[src/rtl/exc_seq.sv]
// Exception/ERET sequencer: drives read-modify-write sequences on CP0 over one read and
// one write port, then issues a one-cycle flush/redirect to fetch.
module exc_seq #(
  parameter logic [31:0] EXC_VECTOR = 32'hBFC0_0380,
  parameter int          CP0_ADDR_W = 5
) (
  input  logic                  clk,
  input  logic                  rst,
  input  logic                  exc_valid,
  input  logic [4:0]            exc_code,
  input  logic [31:0]           exc_pc,
  input  logic                  exc_delay_slot,
  input  logic [31:0]           exc_badvaddr,
  input  logic                  badvaddr_valid,
  input  logic                  eret_valid,
  output logic [CP0_ADDR_W-1:0] cp0_read_addr,
  input  logic [31:0]           cp0_read_data,
  output logic                  cp0_write_en,
  output logic [CP0_ADDR_W-1:0] cp0_write_addr,
  output logic [31:0]           cp0_write_data,
  output logic                  busy,
  output logic                  flush,
  output logic                  redirect_valid,
  output logic [31:0]           redirect_pc
);

  localparam logic [CP0_ADDR_W-1:0] ADDR_BADV   = CP0_ADDR_W'(8);
  localparam logic [CP0_ADDR_W-1:0] ADDR_STATUS = CP0_ADDR_W'(12);
  localparam logic [CP0_ADDR_W-1:0] ADDR_CAUSE  = CP0_ADDR_W'(13);
  localparam logic [CP0_ADDR_W-1:0] ADDR_EPC    = CP0_ADDR_W'(14);

  typedef enum logic [3:0] {
    IDLE, E_RD_ST, E_RD_CA, E_WR_EPC, E_WR_BADV, E_WR_CAUSE, E_WR_ST,
    R_RD_EPC, R_RD_ST, R_WR_ST, REDIR
  } state_t;

  state_t state, state_next;

  // Request and CP0 snapshot captured over the sequence.
  logic        is_eret;
  logic [4:0]  code;
  logic [31:0] pc;
  logic        ds;
  logic [31:0] badv;
  logic        bv;
  logic [31:0] st_old;
  logic        exl_old;
  logic [31:7] ca_hi;
  logic [1:0]  ca_lo;
  logic        ca_bd;
  logic [31:0] epc;

  // NOTE: sequential state uses non-blocking assignments so every register samples
  // pre-edge values regardless of process ordering.
  always_ff @(posedge clk or negedge rst) begin
    if (!rst) state <= IDLE;
    else      state <= state_next;
  end

  always_ff @(posedge clk or negedge rst) begin
    if (!rst) begin
      is_eret <= 1'b0;
      code    <= '0;
      pc      <= '0;
      ds      <= 1'b0;
      badv    <= '0;
      bv      <= 1'b0;
      st_old  <= '0;
      exl_old <= 1'b0;
      ca_hi   <= '0;
      ca_lo   <= '0;
      ca_bd   <= 1'b0;
      epc     <= '0;
    end else begin
      case (state)
        IDLE: if (exc_valid || eret_valid) begin
          is_eret <= !exc_valid;
          code    <= exc_code;
          pc      <= exc_pc;
          ds      <= exc_delay_slot;
          badv    <= exc_badvaddr;
          bv      <= badvaddr_valid;
        end
        E_RD_ST: begin
          st_old  <= cp0_read_data;
          exl_old <= cp0_read_data[1];
        end
        E_RD_CA: begin
          ca_bd <= cp0_read_data[31];
          ca_hi <= cp0_read_data[31:7];
          ca_lo <= cp0_read_data[1:0];
        end
        R_RD_EPC: epc    <= cp0_read_data;
        R_RD_ST:  st_old <= cp0_read_data;
        default: ;
      endcase
    end
  end

  // Skipped writes fall straight through to the next live state.
  always_comb begin
    state_next = state;
    case (state)
      IDLE: begin
        if (exc_valid)       state_next = E_RD_ST;
        else if (eret_valid) state_next = R_RD_EPC;
      end
      E_RD_ST:    state_next = E_RD_CA;
      E_RD_CA: begin
        if (!exl_old) state_next = E_WR_EPC;
        else if (bv)  state_next = E_WR_BADV;
        else          state_next = E_WR_CAUSE;
      end
      E_WR_EPC:   state_next = bv ? E_WR_BADV : E_WR_CAUSE;
      E_WR_BADV:  state_next = E_WR_CAUSE;
      E_WR_CAUSE: state_next = E_WR_ST;
      E_WR_ST:    state_next = REDIR;
      R_RD_EPC:   state_next = R_RD_ST;
      R_RD_ST:    state_next = R_WR_ST;
      R_WR_ST:    state_next = REDIR;
      REDIR:      state_next = IDLE;
      default:    state_next = IDLE;
    endcase
  end

  // NOTE: every output gets a default before the case so no latch is inferred.
  always_comb begin
    cp0_read_addr  = '0;
    cp0_write_en   = 1'b0;
    cp0_write_addr = '0;
    cp0_write_data = '0;
    busy           = (state != IDLE);
    flush          = 1'b0;
    redirect_valid = 1'b0;
    redirect_pc    = '0;
    case (state)
      E_RD_ST, R_RD_ST: cp0_read_addr = ADDR_STATUS;
      E_RD_CA:          cp0_read_addr = ADDR_CAUSE;
      R_RD_EPC:         cp0_read_addr = ADDR_EPC;
      E_WR_EPC: begin
        cp0_write_en   = 1'b1;
        cp0_write_addr = ADDR_EPC;
        cp0_write_data = ds ? pc - 32'd4 : pc;
      end
      E_WR_BADV: begin
        cp0_write_en   = 1'b1;
        cp0_write_addr = ADDR_BADV;
        cp0_write_data = badv;
      end
      E_WR_CAUSE: begin
        cp0_write_en   = 1'b1;
        cp0_write_addr = ADDR_CAUSE;
        cp0_write_data = {(exl_old ? ca_bd : ds), ca_hi[30:7], code, ca_lo};
      end
      E_WR_ST: begin
        cp0_write_en   = 1'b1;
        cp0_write_addr = ADDR_STATUS;
        cp0_write_data = st_old | 32'h2;
      end
      R_WR_ST: begin
        cp0_write_en   = 1'b1;
        cp0_write_addr = ADDR_STATUS;
        cp0_write_data = st_old & ~32'h2;
      end
      REDIR: begin
        flush          = 1'b1;
        redirect_valid = 1'b1;
        redirect_pc    = is_eret ? epc : EXC_VECTOR;
      end
      default: ;
    endcase
  end

endmodule

[config.mk]
export PLATFORM = sky130hd
export DESIGN_NAME = exc_seq
export DESIGN_NICKNAME = d
export VERILOG_FILES = /design/src/rtl/exc_seq.sv
export SDC_FILE = /design/constraint.sdc
export NUM_CORES = 1
export LEC_CHECK = 0
export BUFFER_PORTS_ARGS = -buffer_cell sky130_fd_sc_hd__buf_2
export CAP_MARGIN = 25
export CORE_AREA = 2 2 131 133
export DETAILED_ROUTE_END_ITERATION = 12
export DIE_AREA = 0 0 133 135
export GPL_TIMING_DRIVEN = 0
export HOLD_SLACK_MARGIN = 0.12
export PLACE_DENSITY = 0.74
export SYNTH_ARGS = -nofsm -noshare
export SYNTH_HDL_FRONTEND = slang
export SYNTH_SLANG_ARGS = --single-unit
[constraint.sdc]
create_clock -name clk -period 2.1 [get_ports clk]
set_input_delay 0.42 -clock clk [delete_from_list [all_inputs] [get_ports clk]]
set_output_delay 0.42 -clock clk [all_outputs]
set_load 0.05 [all_outputs]
==> results of run 1 <==
-- per-stage QoR --
step / std cells / power, mW / hold WS, ps / instance area (um2) / setup TNS, ps
after floorplan: 633 / 13.0 / 124 / 8520 / -4880
after global placement: 1035 / 15.0 / 468 / 9700 / -344930
after detailed placement: 1036 / 15.4 / 401 / 9740 / -51350
after CTS: 1137 / 22.5 / 191 / 12600 / -50580
after global routing: 1172 / 25.3 / 204 / 13300 / -82440
final: 1172 / 24.6 / 203 / 13300 / -75040
-- synth_stat cells, types with 2 or more instances --
cell and number:
and2_1 22, a32o_1 3, nand2b_1 4, nor3_2 2, inv_1 5, clkbuf_1 22, a222oi_1 26, or2_1 2
nor3_1 12, mux2_1 98, nor2_1 23, nand3_1 7, a221oi_1 2, a21oi_1 11, nand4b_1 4, mux2_2 62
nand2_1 17, o21ai_1 31, or3_1 4, inv_2 5, buf_6 6, buf_1 3, nand4_1 6, o21ai_0 3
dfrtp_1 167, xnor2_1 12, buf_2 8, buf_4 6, o32ai_1 3, o21a_1 12, nor4_1 2, mux2i_1 5
xor2_1 18
-- repair_timing --
action                                 in CTS  in global routing
pin swaps                                  43                 43
endpoints found under the hold margin      63                  0
gates cloned                               12                  2
resized for setup                         402                114
hold buffers                                1                  0
setup buffers                              58                 45
setup endpoints to repair                 169                196
-- state kept, by name, indices dropped and copies added (netlist names) --
signal,cells
is_eret,1
bv,1
ca_lo,2
pc,32
ca_bd,1
ds,1
exl_old,1
epc,32
ca_hi,24
st_old,31
badv,32
code,5
state,4
-- worst register-to-register path, cell delays in order, from the launching register on --
cell,delay (ps)
dfrtp_1,380
buf_6,140
or2_4,260
buf_6,120
buf_6,100
buf_6,110
buf_6,110
nor3_4,200
inv_2,80
nor2_4,130
buf_12,150
buf_12,130
buf_12,110
buf_6,100
buf_12,130
mux2_4,310
-- final cells by class --
cell class | count | area (um2)
Clock buffer | 18 | 439
Multi-Input combinational cell | 410 | 4610
Buffer | 41 | 577
Inverter | 10 | 70.1
Fill cell | 814 | 3150
Clock inverter | 14 | 173
Sequential cell | 167 | 4180
Timing Repair Buffer | 292 | 2920
Tap cell | 220 | 275
-- cells by family (layout without fill, tap and decap cells) --
family          count (synthesis)  count (layout)  synth area share [%]
flops                         167             167                  52.5
mux                           165             165                  23.3
simple gates                  118             118                  8.50
compound gates                 94              94                  8.46
buf+inv                        56             375                  3.76
xor+xnor                       30              30                  3.30
fa+ha+maj                       1               1                 0.157
other cells                     1               2                0.0471
-- worst paths after layout --
path	slack (ps)	endpoint	cells after the start
worst max-delay path	-950	cp0_write_data[25]	7
worst min-delay path	200	pc[2]	3
worst max register to register	-570	badv[31]	15
worst min register to register	500	st_old[18]	1
max in group asynchronous	690	state[0]	3
min in group asynchronous	520	st_old[24]	2
-- metal layers --
layer | vias up | GRT usage [%]
li1 | 2926 | -
met1 | 3681 | 39.0
met2 | 417 | 56.1
met3 | 106 | 6.72
met4 | 0 | 10.3
met5 | - | 0
-- report_power, final --
part           switching [mW]  internal (mW)  leakage, nW  total [mW]
registers                1.48           4.92         1.96        6.39
clock network            1.41           1.91        0.286        3.32
logic                    7.53           7.32         3.57        14.9
==> results.md, run 1 <==
- Status: finished, violations left
- Failing checks: negative setup slack
- Final Setup Violations: approximately 150
- # nets final: between 1,000 and 1,500
- Flops & latches, synth: 167
- Antenna Nets Post-Route: 0
- Core Rows: 47
- Peak fanout along the critical path: 4
- Worst setup margin: -954 ps
- Max clock buf depth: 2
- HP Class: input port to register
- Max-slew violation count: 0
- Largest area contributor in the netlist: dfrtp_1
- Core ar.: roughly 0.016 mm2
- Tot GR Track Use: 31.7%
- Unrepaired setup endpoints after global routing: yes
- Avg Inst Size Synth: around 13 um2
- Reg clk slew, reported paths: 70 ps
- Global-route wire length before repair: 42.8 mm
- Final hold viol count: 0
- TritonCTS clock tree: built
- Global route total overflow: 0
- Period minus WS final: 3050 ps
- Fin util: 80.8%
- Hold Startpoint: exc_pc[2]
- First drt pass iteration count: 8
- Synth unique cells: 52
- Fmax: 327 MHz
- Worst VDD drop: 1.32 mV
- Worst setup path startpoint: pc[11]
- Routed wire per std cell: 26.6 um
- Via count: 7,130
- Highest routed layer: met4
- Post-Synthesis Cell Area: 0.00796 mm2
- DRT met1 WL: 12.0 mm
- N_diodes: 0
- Worst slew pin tran: ~900 ps
- Max-slew headroom: about two fifths
- Number of max-cap violations: 0
- Post-Syn Instances: 632
- Via-to-Cell Ratio: 6.08
- WP data arrival: around 2600 ps
- Max stage delay on crit path: approximately 550 ps
- Die width: 133 um
- Initial antenna violation count: 0
- Met3 wire length: 2.23 mm
- CTS Buf Count: 17
- # clock sinks: between 150 and 200
- H-tree levels: 4
- Detailed placement HPWL: between 15 and 20 mm
- CP required: 1680 ps
- I/O pin count: 185
- Vias in the first global route: 7,282
- Worst setup path class: register to output pin
- Dpl ws: -738 ps
- Synth top area cells: dfrtp_1 53%, mux2_1 14%, mux2_2 8.8%, a222oi_1 3.3%, xor2_1 2.0%
- Root Buffer: clkbuf_16
- DR DRC count: 0
- DRT iter0 DRCs: about 800
- Crit share post-route: 145%
- Skew final: 9.51 ps
- Slowest CP cell: or4_4
- Starting Density: 48.5%
- Main flop type after synthesis: dfrtp_1
- Ys async rst share: 100%
- Yosys warnings: 0
- Die height: ~140 um
- RD Place Congestion: approximately 0.9
- Lkg Pwr: roughly 5.8 nW
- Layout cells sized above 1: 65.1%
- Crit path cell chain: or4_4, and4bb_4, buf_6, nand4_1, xor2_2, o21ai_4, buf_6
- Post-synth EDFFs: 0
- Worst setup EP type: output pin
- Area growth syn-to-layout: 66.5%
- Bufs and invs on worst path: 2
- Most frequent cells in the layout: 163 x dfrtp_1, 108 x buf_2, 77 x mux2_4
- Die area: 0.0180 mm2
- Top cell type's share of synthesized area: 52.5%
- Largest delay share family, worst path: simple AND/OR/NAND/NOR gates
- Routed wire length: ~31 mm
- Reg-to-reg startpoint: state[2]
- Worst-Skew Late Latency: 440 ps
- Power density cells: 1850 mW/mm2
- Largest net degree at the start of global routing: approximately 110
- Routed wl met2: 15.7 mm
- Seq/Total Area, Yosys: 52.5%
- Commonest non-fill, non-tap cell in the layout: dfrtp_1
- Most common cell on crit path: buf_6
- IO buf count: around 180
- CP startpoint kind: register
No activity file was read; power rests on OpenSTA's default activity.
==> run 2: changes to the inputs <==
--- a/config.mk
+++ b/config.mk
@@ -5,7 +5,7 @@
 export SDC_FILE = /design/constraint.sdc
 export NUM_CORES = 1
 export LEC_CHECK = 0
-export BUFFER_PORTS_ARGS = -buffer_cell sky130_fd_sc_hd__buf_2
+export BUFFER_PORTS_ARGS = -buffer_cell sky130_fd_sc_hd__clkbuf_2
 export CAP_MARGIN = 25
 export CORE_AREA = 2 2 131 133
 export DETAILED_ROUTE_END_ITERATION = 12
==> results.md, run 2 (synthesis results as in run 1) <==
- Power density cells: 1810 mW/mm2 (-2.2%)
- Initial antenna violation count: 0 (unchanged)
- Via count: 7,069 (-0.86%)
- CP startpoint kind: register
- Starting Density: 48.5% (unchanged)
- First drt pass iteration count: 5 (-3)
- CTS Buf Count: 17 (unchanged)
- Via-to-Cell Ratio: 6.05 (-0.60%)
- Routed wire length: 31.3 mm (+0.36%)
- Number of max-cap violations: 0 (unchanged)
- I/O pin count: 185 (unchanged)
- CP required: 1680 ps (about the same)
- Largest regs: badv x32, epc x32, pc x32
- Status: finished, violations left
- HP Class: input port to register
- H-tree levels: 4 (unchanged)
- Core Rows: 47 (unchanged)
- Worst slew pin tran: 828 ps (-68.0 ps)
- Fin util: 82.6% (+1.9 points)
- WP data arrival: 2670 ps (+40 ps)
- Worst setup margin: -995 ps (-40.8 ps)
- Crit share post-route: 147% (+1.9 points)
- Max clock buf depth: 2 (unchanged)
- Tot GR Track Use: 32.7% (+0.92 points)
- R2R Setup Slk: -330 ps (+240 ps)
- Fmax: 323 MHz (-1.3%)
- Unrepaired setup endpoints after global routing: yes
- RD Place Congestion: 0.892 (+0.12%)
- Dpl ws: -749 ps (-10.6 ps)
- Worst-Skew Late Latency: 440 ps (about the same)
- Die width: 133 um (unchanged)
- Lkg Pwr: 5.93 nW (+1.9%)
- Core ar.: 0.0164 mm2 (unchanged)
- # nets final: 1,045 (-0.19%)
- Largest net degree at the start of global routing: 107 (+1.9%)
- Global-route wire length before repair: 43.9 mm (+2.4%)
- N_diodes: 0 (unchanged)
- Peak fanout along the critical path: 3 (-1)
- Area growth syn-to-layout: 70.4%
- Power Total: 24.6 mW (about the same)
- DRT iter0 DRCs: 773 (-3.0%)
- Period minus WS final: 3090 ps (+40.8 ps)
- IO buf count: 182 (unchanged)
- Layout cells sized above 1: 65.4% (+0.31 points)
- TritonCTS clock tree: built
- Worst VDD drop: 1.67 mV (+26%)
- DR DRC count: 0 (unchanged)
- Final Setup Violations: 146 (-4.6%)
- # clock sinks: 167 (unchanged)
- Setup TNS Final: -62,920 ps (+12,120 ps)
- Max-slew headroom: 44.8% (+4.5 points)
- Placed cell area: 0.00974 mm2 (about the same)
- Global route total overflow: 0 (unchanged)
- Routed wire per std cell: 26.8 um (+0.62%)
- Detailed placement HPWL: 16.8 mm (-0.26%)
- Die height: 135 um (unchanged)
- Root Buffer: clkbuf_16
- Reg clk slew, reported paths: 60 ps (about the same)
- Total placed cells including tap cells: 1,036 (unchanged)
- Worst setup path class: register to output pin
- WHS: 205 ps (+1.76 ps)
- Cell area after layout: 0.0136 mm2 (+2.3%)
- Worst setup EP type: output pin
- Skew final: 10.1 ps (+0.554 ps)
- Max-slew violation count: 0 (unchanged)
- Most frequent cells in the layout: 165 x dfrtp_1, 108 x clkbuf_2, 66 x mux2_4
- Vias in the first global route: 7,339 (+0.78%)
- Antenna Nets Post-Route: 0 (unchanged)
- Final hold viol count: 0 (unchanged)
- Commonest non-fill, non-tap cell in the layout: dfrtp_1
- Die area: 0.0180 mm2 (unchanged)
- Failing checks: negative setup slack
- Finished Layout Cells: 1,169 (-0.26%)
-- run 2: cell count changes in the layout (fill, tap and decap cells not counted), moves of 3 or more --
cell,previous run,this run
clkbuf_2,2,108
buf_2,108,3
clkbuf_16,25,64
buf_6,61,31
buf_8,60,46
mux2_4,77,66
buf_4,53,63
buf_12,27,18
mux2_2,53,62
inv_6,5,2
nand3_2,1,4
xor2_1,7,4
xor2_2,11,14
-- run 2: area by class of cell --
cell class	instances	area, um2
multi-input cells	410	4600
flip-flops and latches	167	4180
repair buffers	294	3330
fillers	759	2850
plain buffers	37	527
clock buffers	17	425
well taps	220	275
clock inverters	14	153
inverters	10	67.6
-- run 2: final timing paths --
| kind | startpoint | to | cells after the start |
|---|---|---|---|
| max in group asynchronous | rst | ca_hi[15] | 3 |
| min in group asynchronous | rst | badv[24] | 2 |
| worst max register to register | state[2] | badv[21] | 12 |
| worst max-delay path | pc[3] | cp0_write_data[13] | 7 |
| worst min-delay path | exc_pc[9] | pc[9] | 3 |
| worst min register to register | st_old[21] | st_old[21] | 1 |
-- run 2: what timing repair did --
action	in CTS	in global routing
setup endpoints to repair	176	189
hold buffers	1	0
resized for setup	417	116
hold endpoints to repair	61	0
gates cloned	12	3
setup buffers	61	40
pin swaps	46	42
-- run 2: report_power, final --
part | internal [mW] | switching [mW]
Sequential | 4.91 | 1.49
Clock | 1.76 | 1.38
Combinational | 7.50 | 7.53
Total | 14.2 | 10.4
-- run 2: worst max-delay path, cell delays in order (launching register included) --
cell      delay, ps
dfrtp_1         410
buf_4           170
nor4b_4         320
nand3_1         220
or4_1           480
xor2_1          310
o21ai_4          90
clkbuf_4        240
-- run 2: layer usage --
layer	vias to the layer above	track usage [%]	part of all wire, %
met5	-	0	0
met4	0	11.5	4.4
met3	118	8.60	7.7
met2	442	56.4	50
met1	3598	39.7	38
li1	2911	-	-
==> run 3: changes to the inputs <==
--- a/config.mk
+++ b/config.mk
@@ -10,7 +10,6 @@
 export CORE_AREA = 2 2 131 133
 export DETAILED_ROUTE_END_ITERATION = 12
 export DIE_AREA = 0 0 133 135
-export GPL_TIMING_DRIVEN = 0
 export HOLD_SLACK_MARGIN = 0.12
 export PLACE_DENSITY = 0.74
 export SYNTH_ARGS = -nofsm -noshare
==> results.md, run 3 (synthesis results as in run 1) <==
- Status: finished, violations left
- Failing checks: negative setup slack
- Power density cells: 1820 mW/mm2 (+0.52%)
- Starting Density: 48.5% (unchanged)
- Layout cells sized above 1: 66.5% (+1.1 points)
- Fill cells: 766 (+0.92%)
- FF-to-FF End: badv[19]
- Initial antenna violation count: 0 (unchanged)
- CP startpoint kind: register
- Vias in the first global route: 7,378 (+0.53%)
- CTS Buf Count: 17 (unchanged)
- DRT iter0 DRCs: 608 (-21%)
- IO buf count: 182 (unchanged)
- Largest net degree at the start of global routing: 52 (-51%)
- N_diodes: 0 (unchanged)
- Detailed placement HPWL: 17.1 mm (+1.7%)
- Max-slew headroom: 40.8% (-4.0 points)
- GR met1 Demand/Resource: 37.5% (-2.2 points)
- Unrepaired setup endpoints after global routing: yes
- Root Buffer: clkbuf_16
- Worst slew pin tran: 888 ps (+59.9 ps)
- Footprint of the multi-input gates: 0.00468 mm2 (+1.9%)
- Hold Startpoint: exc_pc[9]
- Worst-Skew Late Latency: 440 ps (about the same)
- First drt pass iteration count: 6 (+1)
- Tot GR Track Use: 30.5% (-2.1 points)
- CP required: 1680 ps (about the same)
- Fin util: 82.9% (+0.31 points)
- Largest regs: badv x32, epc x32, pc x32
- Busiest grt layer: met2
- DR DRC count: 0 (unchanged)
- Reg clk slew, reported paths: 70 ps (about the same)
- # nets final: 1,053 (+0.77%)
- Commonest non-fill, non-tap cell in the layout: dfrtp_1
- Setup TNS Final: -51,800 ps (+11,120 ps)
- Core Rows: 47 (unchanged)
- I/O pin count: 185 (unchanged)
- Max-slew violation count: 0 (unchanged)
- Routed wire length: 30.8 mm (-1.7%)
- Worst setup path class: register to output pin
- HP Class: input port to register
- Met3 usage in global routing: 6.87% (-1.7 points)
- Final hold viol count: 0 (unchanged)
- Global route total overflow: 0 (unchanged)
- Die width: 133 um (unchanged)
- Fmax: 332 MHz (+2.6%)
- Final Setup Violations: 144 (-1.4%)
- Seq. cell area: 0.00418 mm2 (about the same)
- # clock sinks: 167 (unchanged)
- Via-to-Cell Ratio: 5.96 (-1.4%)
- Die height: 135 um (unchanged)
- Skew final: 9.18 ps (-0.875 ps)
- Hold Crit Endpoint: pc[9]
- Most frequent cells in the layout: 163 x dfrtp_1, 105 x clkbuf_2, 83 x buf_4
- Met2 usage: 53.7% (-2.7 points)
- Worst setup margin: -916 ps (+78.5 ps)
- Worst VDD drop: 1.53 mV (-8.5%)
- Area growth syn-to-layout: 71.0%
- Crit share post-route: 144% (-3.7 points)
- Lkg Pwr: 5.93 nW (+0.13%)
- Max clock buf depth: 2 (unchanged)
- WP data arrival: 2600 ps (-70 ps)
- Global-route wire length before repair: 41.5 mm (-5.4%)
- Worst setup EP type: output pin
- Number of max-cap violations: 0 (unchanged)
- Worst Hold Depth: 3 (unchanged)
- Period minus WS final: 3020 ps (-78.5 ps)
- Routed wire per std cell: 26.2 um (-2.4%)
- Peak fanout along the critical path: 8 (+5)
- H-tree levels: 4 (unchanged)
- R2R cell count: 11 (-1)
- TritonCTS clock tree: built
- Die area: 0.0180 mm2 (unchanged)
- Via count: 7,023 (-0.65%)
- R2R Setup Slk: -210 ps (+120 ps)
- Core ar.: 0.0164 mm2 (unchanged)
- RD Place Congestion: 0.891 (-0.20%)
- Antenna Nets Post-Route: 0 (unchanged)
- Reg-to-reg startpoint: state[1]
-- run 3: cell count changes in the layout (fill, tap and decap cells not counted), moves of 3 or more --
| cell | change |
|---|---|
| buf_12 | +41 |
| clkbuf_16 | -22 |
| buf_4 | +20 |
| buf_8 | -18 |
| clkbuf_8 | -7 |
| xnor2_1 | -6 |
| xnor2_2 | +5 |
| xor2_1 | +4 |
| xor2_2 | -4 |
| clkbuf_2 | -3 |
| nor3_2 | -3 |
-- run 3: through the flow --
stage	area [um2]	hold WS (ps)	power, mW	worst slack, ps	cells
floorplan	8520	124	13.0	-352	633
global placement	10900	406	17.0	-365	1088
detailed placement	10900	409	17.4	-402	1088
CTS	12800	191	22.2	-851	1152
global route	13600	211	25.6	-949	1178
finish	13600	209	24.8	-916	1178
-- run 3: per-layer routing --
metal | up-vias | wire (um)
li1 | 2953 | -
met2 | 379 | 16000
met3 | 79 | 1960
met5 | - | 0
met1 | 3612 | 11900
met4 | 0 | 997
-- run 3: layout make-up --
class                      count  share of cell area, %
multi-input combinational    411                   34.4
sequential                   167                   30.7
timing repair buffer         338                   28.3
clock buffer                  18                   3.15
tap                          220                   2.02
clock inverter                14                  0.855
inverter                      10                  0.460
-- run 3: repair_timing --
item                       CTS  global route
hold buffers                 1             0
pin swaps                   44            47
setup endpoints to repair   76           149
buffers inserted            25            27
gates cloned                10             9
hold endpoints to repair    46             0
gates resized for setup    207           150
-- run 3: worst max-delay path by stage --
stage / slack, ps / startpoint / to
6_report: -920 / pc[10] / cp0_write_data[30]
5_1_grt: -950 / pc[10] / cp0_write_data[30]
4_1_cts: -850 / pc[10] / cp0_write_data[25]
3_5_place_dp: -400 / pc[13] / cp0_write_data[18]
3_3_place_gp: -370 / pc[13] / cp0_write_data[18]
2_1_floorplan: -350 / pc[11] / cp0_write_data[27]
-- run 3: worst max-delay path: stages, from the launching register on --
cell      delay [ps]
dfrtp_1          400
or4_4            580
and4bb_4         440
nand4_1          180
xor2_1           290
o21ai_4          100
buf_12           180
-- run 3: report_power, final --
group | switching [mW] | internal [mW]
Combinational | 7.75 | 7.89
Sequential | 1.29 | 4.92
Clock | 1.41 | 1.54
